<file path="config.mk">
export PLATFORM = sky130hd
export DESIGN_NAME = cube_layer_driver
export DESIGN_NICKNAME = d
export VERILOG_FILES = /design/src/rtl/cube_layer_driver.sv
export SDC_FILE = /design/constraint.sdc
export NUM_CORES = 2
export LEC_CHECK = 0
export CORE_ASPECT_RATIO = 0.9
export CORE_MARGIN = 1
export CORE_UTILIZATION = 42
export DETAILED_ROUTE_END_ITERATION = 7
export PLACE_DENSITY = 0.69
export SETUP_SLACK_MARGIN = 0.05
export SLEW_MARGIN = 10
export SYNTH_ARGS = -nofsm -noshare
export SYNTH_HDL_FRONTEND = slang
export SYNTH_SLANG_ARGS = --single-unit
export TNS_END_PERCENT = 100
</file>
<file path="constraint.sdc">
create_clock -name Clk -period 7.95 [get_ports Clk]
set_input_delay 1.9875 -clock Clk [delete_from_list [all_inputs] [get_ports Clk]]
set_output_delay 1.9875 -clock Clk [all_outputs]
set_load 0.05 [all_outputs]
</file>
<file path="src/rtl/cube_layer_driver.sv">
// -----------------------------------------------------------------------------
// cube_layer_driver
//
// Display stage for an 8x8x8 LED cube. It takes the cell state of each
// generation and scans it onto the cube one z-layer at a time:
//   BLANK  one cycle. Swaps in a new frame when layer 0 is about to be drawn.
//          Loads the 64 column bits of the current layer.
//   SHIFT  clocks those 64 bits MSB first into an external SIPO chain.
//   LATCH  pulses the chain's storage latch.
//   DWELL  enables the layer's driver for a fixed time, then moves on.
// The frame is double-buffered. A new generation that arrives mid-frame waits
// in a pending buffer until the next frame boundary, so a scan never tears.
//
// Ports
//   Clk          system clock, rising edge
//   Rst_n        asynchronous active-low reset
//   Cells[511:0] cell state, bit index = z*64 + y*8 + x
//   Cells_valid  one-cycle strobe marking a new generation on Cells
//   Ser_Data     serial data to the column chain
//   Ser_Clk      shift clock to the chain (the chain samples on its rising edge)
//   Latch        storage latch pulse to the chain
//   Layer_En     one-hot layer enable, non-zero only during DWELL
//   Layer_Idx    layer currently being loaded or displayed
//   Frame_Done   one-cycle pulse at the end of the layer-7 dwell
// -----------------------------------------------------------------------------
module cube_layer_driver #(
  parameter int SCLK_DIV     = 2,     // Clk cycles per Ser_Clk half-period, >= 1
  parameter int DWELL_CYCLES = 1000,  // Clk cycles a layer stays lit, >= 1
  parameter int LATCH_CYCLES = 2      // Clk cycles Latch stays high, >= 1
) (
  input  logic         Clk,
  input  logic         Rst_n,
  input  logic [511:0] Cells,
  input  logic         Cells_valid,
  output logic         Ser_Data,
  output logic         Ser_Clk,
  output logic         Latch,
  output logic [7:0]   Layer_En,
  output logic [2:0]   Layer_Idx,
  output logic         Frame_Done
);

  // One counter times the Ser_Clk half-periods, the latch pulse and the dwell.
  // It never runs past the longest of the three intervals.
  localparam int MAX_A   = (SCLK_DIV > LATCH_CYCLES) ? SCLK_DIV : LATCH_CYCLES;
  localparam int MAX_CNT = (MAX_A > DWELL_CYCLES) ? MAX_A : DWELL_CYCLES;
  localparam int CNT_W   = (MAX_CNT > 1) ? $clog2(MAX_CNT) : 1;

  localparam logic [CNT_W-1:0] DIV_LAST   = CNT_W'(SCLK_DIV - 1);
  localparam logic [CNT_W-1:0] LATCH_LAST = CNT_W'(LATCH_CYCLES - 1);
  localparam logic [CNT_W-1:0] DWELL_LAST = CNT_W'(DWELL_CYCLES - 1);

  typedef enum logic [1:0] {
    ST_BLANK,
    ST_SHIFT,
    ST_LATCH,
    ST_DWELL
  } state_e;

  state_e             state_q, state_d;
  logic [2:0]         layer_q, layer_d;
  logic [5:0]         bit_q, bit_d;      // bits still to send after the current one
  logic [CNT_W-1:0]   cnt_q, cnt_d;
  logic               phase_q, phase_d;  // 0: Ser_Clk low half, 1: high half
  logic [63:0]        sr_q, sr_d;        // shift register for the current layer
  logic               ser_q, ser_d;
  logic [511:0]       disp_q, disp_d;    // frame being scanned
  logic [511:0]       pbuf_q, pbuf_d;    // newest generation not yet shown
  logic               pend_q, pend_d;

  logic               swap_slot;         // the only cycle where a new frame may enter

  assign swap_slot = (state_q == ST_BLANK) && (layer_q == 3'd0);

  // NOTE: every signal driven here gets its default first, so no path through
  // the case statement can leave one unassigned and infer a latch.
  always_comb begin
    state_d = state_q;
    layer_d = layer_q;
    bit_d   = bit_q;
    cnt_d   = cnt_q;
    phase_d = phase_q;
    sr_d    = sr_q;
    ser_d   = ser_q;
    disp_d  = disp_q;
    pbuf_d  = pbuf_q;
    pend_d  = pend_q;

    // A strobe outside the swap slot only parks the data. The frame in
    // progress keeps scanning the old buffer. The last strobe wins.
    if (Cells_valid && !swap_slot) begin
      pbuf_d = Cells;
      pend_d = 1'b1;
    end

    case (state_q)
      ST_BLANK: begin
        if (layer_q == 3'd0) begin
          // A strobe on this very cycle has priority over the parked frame,
          // so the frame about to start already shows the new data.
          if (Cells_valid) begin
            disp_d = Cells;
          end else if (pend_q) begin
            disp_d = pbuf_q;
          end
          pend_d = 1'b0;
        end
        // Slice from disp_d so a frame swapped in on this cycle is used at once.
        sr_d    = disp_d[{layer_q, 6'd0} +: 64];
        ser_d   = sr_d[63];
        bit_d   = 6'd63;
        cnt_d   = '0;
        phase_d = 1'b0;
        state_d = ST_SHIFT;
      end

      ST_SHIFT: begin
        if (cnt_q == DIV_LAST) begin
          cnt_d = '0;
          if (!phase_q) begin
            phase_d = 1'b1;
          end else begin
            // Ser_Clk falls here. The next bit appears on the same cycle,
            // which keeps it stable for the whole following rising edge.
            phase_d = 1'b0;
            if (bit_q == 6'd0) begin
              state_d = ST_LATCH;   // Ser_Data keeps bit 0 through LATCH
            end else begin
              bit_d = bit_q - 6'd1;
              sr_d  = {sr_q[62:0], 1'b0};
              ser_d = sr_q[62];
            end
          end
        end else begin
          cnt_d = cnt_q + CNT_W'(1);
        end
      end

      ST_LATCH: begin
        if (cnt_q == LATCH_LAST) begin
          cnt_d   = '0;
          state_d = ST_DWELL;
        end else begin
          cnt_d = cnt_q + CNT_W'(1);
        end
      end

      ST_DWELL: begin
        if (cnt_q == DWELL_LAST) begin
          cnt_d   = '0;
          layer_d = layer_q + 3'd1;   // wraps 7 -> 0
          state_d = ST_BLANK;
        end else begin
          cnt_d = cnt_q + CNT_W'(1);
        end
      end

      default: state_d = ST_BLANK;
    endcase
  end

  // NOTE: sequential state uses non-blocking assignments only. Every register
  // then updates from the values before the edge, whatever the statement order.
  always_ff @(posedge Clk or negedge Rst_n) begin
    if (!Rst_n) begin
      state_q <= ST_BLANK;
      layer_q <= 3'd0;
      bit_q   <= 6'd63;
      cnt_q   <= '0;
      phase_q <= 1'b0;
      sr_q    <= '0;
      ser_q   <= 1'b0;
      // NOTE: both frame buffers are reset on purpose. The cube must come up
      // dark, not showing whatever the flops powered up with.
      disp_q  <= '0;
      pbuf_q  <= '0;
      pend_q  <= 1'b0;
    end else begin
      state_q <= state_d;
      layer_q <= layer_d;
      bit_q   <= bit_d;
      cnt_q   <= cnt_d;
      phase_q <= phase_d;
      sr_q    <= sr_d;
      ser_q   <= ser_d;
      disp_q  <= disp_d;
      pbuf_q  <= pbuf_d;
      pend_q  <= pend_d;
    end
  end

  // Outputs decode straight from reset-cleared registers. Pulling Rst_n low
  // therefore blanks the cube and the chain controls without waiting for Clk.
  assign Ser_Data   = ser_q;
  assign Ser_Clk    = (state_q == ST_SHIFT) && phase_q;
  assign Latch      = (state_q == ST_LATCH);
  assign Layer_En   = (state_q == ST_DWELL) ? (8'd1 << layer_q) : 8'd0;
  assign Layer_Idx  = layer_q;
  assign Frame_Done = (state_q == ST_DWELL) && (cnt_q == DWELL_LAST) && (layer_q == 3'd7);

endmodule

</file>
==> key figures <==
Synthesis
  • Top cells by area, synth: dfrtp_1 (50%), mux2_2 (11%), a21oi_1 (5.1%), o22ai_1 (4.2%), nor2_1 (4.1%)
  • Ys Warns: 0
  • Largest area contributor in the netlist: dfrtp_1
  • Syn_nets: around 6000
  • Main flop type after synthesis: dfrtp_1
  • Avg Cell Area, Syn: between 10 and 15 sq um
  • Post-synth top area share: about half
  • Sequential area share after synthesis: between 50% and 60%
  • #FFs+latches synth: between 1000 and 1500
  • Synth Cell Area: between 0.05 and 0.06 sq mm
  • Number of synthesized flops with an enable pin: 0
  • Post-synth ARST share: between 90% and 100%
  • Mapped Cells: roughly 5500
  • Unique masters post-synth: 73

STA
  • Final Hold Viols: 0
  • Final min period: ~5400 ps
  • Post-route setup slack: 2580 ps
  • Clk_skew: about 76 ps
  • # setup viols final: 0
  • Setup TNS: 0 ps
  • Worst slew margin: 11.7%
  • Fmax: around 0.19 GHz
  • Max-slew violation count: 0
  • Worst slew pin tran: 1310 ps
  • RSZ-0062 raised after global routing: false
  • Tcrit/Tclk final: about 68%

GRT
  • Antenna violations before repair: ~140
  • Vias in the first global route: 45400
  • First-pass GRT wire length: 315000 um
  • Tot GR Track Use: 31.8%
  • Congestion Overflow GR: 0
  • Largest net degree at the start of global routing: 200

Route
  • Metal2 WL: between 90000 and 100000 um
  • Via Count: around 50000
  • Pre-antenna DRT Iters: 8
  • Top layer in use: met5
  • Post-route ant nets: 0
  • WL final: 218000 um
  • Met1 Routed Length: about 86000 um
  • DR WL met3: between 20000 and 30000 um
  • Avg WL per Cell: slightly below 30 um
  • Initial drt markers: 6223
  • DRC violations left: 0
  • Vias per cell: ~6.4

Clock tree
  • Clock-pin slew on the worst setup and hold paths: around 60 ps
  • Setup bufs post-CTS: 0
  • Post-CTS resize count: 0
  • CTS max path bufs: 3
  • Clock sink total: 1111
  • CTS tree: yes
  • Later-pin clock latency in the skew report: around 790 ps
  • Clk root buf: clkbuf_16
  • CTS hold repair buffers: 0
  • CTS buffer count: 116
  • H-tree levels: 3

Placement
  • Final HPWL DP: roughly 140000 um
  • Gpl congestion: 0.933
  • DP Worst Slack: about 2700 ps
  • Input/output buffers: roughly 530
  • Placed inst area: 0.0616 sq mm

Worst setup path
  • Worst EP arrival: between 3000 and 4000 ps
  • CP Launch Type: register
  • Worst Path Max Fanout: 30
  • Endpoint class of the critical path: output port
  • Setup CP Type: reg2out
  • Critical Path RT: between 5000 and 6000 ps

Final layout
  • Final instance area: approximately 0.066 sq mm
  • Multi-input gate area: 0.0250 sq mm
  • Fin nets: approximately 6200
  • Reg area: ~0.028 sq mm
  • Final core occ: 50.6%
  • Layout Area Growth over Synthesis: 18.7%
  • Share of post-route cells with drive strength above 1: approximately 16%
  • Fillers: between 10000 and 15000

Die
  • Initial Utilization: roughly 43%
  • Die Area: ~0.13 sq mm
  • Vert. Die Dim: approximately 350 um
  • Cell Rows: 125
  • Core area: 0.130 sq mm
  • I/O pins: 530
  • Die width: 385 um

Run status
  • Outcome: finished clean

Job
  • Max-Cap Viols: 0

Power
  • Total power per unit cell area: 211 mW/mm^2
  • Leakage: 26.2 nW
  • VDD IR-drop max: 0.193 mV

Worst hold path
  • Min-delay worst type: reg2reg
metrics by stage:
stage	cells	hold slack, ps	power (mW)
6_report	7541	500	13.9
5_1_grt	7522	507	14.3
4_1_cts	7487	500	13.9
3_5_place_dp	7274	486	8.25
3_3_place_gp	7274	460	8.18
2_1_floorplan	5478	447	7.44
worst max-delay path, cell delays in order, from the launching register on:
cell and delay [ps]:
dfrtp_4 730, inv_1 170, buf_4 460, ha_1 290, and3_1 160, clkdlybuf4s50_1 800
report_power, final:
part	switching, mW	leakage [nW]	total, mW	internal, mW
combinational	0.880	11.2	1.73	0.851
sequential	0.293	13.1	6.45	6.16
clock	2.44	1.92	5.69	3.24
total	3.61	26.2	13.9	10.3
worst paths after layout:
kind | from | to | slack, ps | cells after the start
setup / recovery | Layer_Idx[1]$_DFFE_PN0P_ | Layer_En[5] | 2580 | 5
hold / removal | pbuf_q[440]$_DFFE_PN0P_ | pbuf_q[440]$_DFFE_PN0P_ | 500 | 1
setup reg to reg | Layer_Idx[0]$_DFFE_PN0P_ | disp_q[253]$_DFFE_PN0N_ | 2600 | 10
hold reg to reg | pbuf_q[440]$_DFFE_PN0P_ | pbuf_q[440]$_DFFE_PN0P_ | 500 | 1
max in group asynchronous | Rst_n | pbuf_q[180]$_DFFE_PN0P_ | 4720 | 3
min in group asynchronous | Rst_n | pbuf_q[91]$_DFFE_PN0P_ | 1280 | 1
final cells by class:
type / count / share of cell area, %
timing repair buffer: 616 / 9.42
tap: 1714 / 3.27
clock inverter: 29 / 0.717
multi-input combinational: 3725 / 38.1
inverter: 108 / 0.629
sequential: 1111 / 42.4
clock buffer: 184 / 5.27
antenna: 54 / 0.206
cells in the mapped netlist (all sizes together), types with 85 or more instances:
cell type / instances
o22ai: 367
nand2: 85
nand2b: 145
inv: 105
dfrtp: 1105
a31oi: 172
a211oi: 100
nor2: 604
a21oi: 565
o21ai: 329
mux2: 529
o22a: 110
buf: 225
clkbuf: 309
sequential cells by signal (all words and copies together), names as in the netlist:
register	cells
sr_q	63
bit_q	6
disp_q	512
pbuf_q	512
pend_q	1
Ser_Data	1
cnt_q	10
phase_q	1
Layer_Idx	3
state_q	2
cells by family after synthesis:
| family | Yosys count | share of synthesized area (%) |
|---|---|---|
| xor gates and xnor gates | 9 | 0.143 |
| AOI/OAI and AO/OA | 1943 | 21.8 |
| muxes | 557 | 11.4 |
| and+or+nand+nor | 1201 | 11.2 |
| DFF | 1111 | 50.3 |
| buffers and inverters | 642 | 4.80 |
| adders and majority gates | 15 | 0.339 |
cell usage in the layout (no fill, tap or decap), drive strengths merged, types with 54 or more instances in the layout:
| cell type | instances |
|---|---|
| nand2 | 85 |
| a211oi | 100 |
| a221oi | 59 |
| nand2b | 145 |
| diode | 54 |
| a21oi | 565 |
| mux2 | 529 |
| a22oi | 62 |
| o21ai | 329 |
| clkdlybuf4s50 | 527 |
| dfrtp | 1105 |
| o22a | 110 |
| clkbuf | 185 |
| a31oi | 172 |
| inv | 110 |
| o22ai | 367 |
| nor2 | 604 |
| buf | 88 |
layer usage:
metal	track usage [%]	vias up
li1	-	20700
met1	42.7	24400
met2	45.4	2724
met3	11.7	569
met4	14.3	132
met5	0	-
Note: power is estimated with default switching activity, not from simulation.
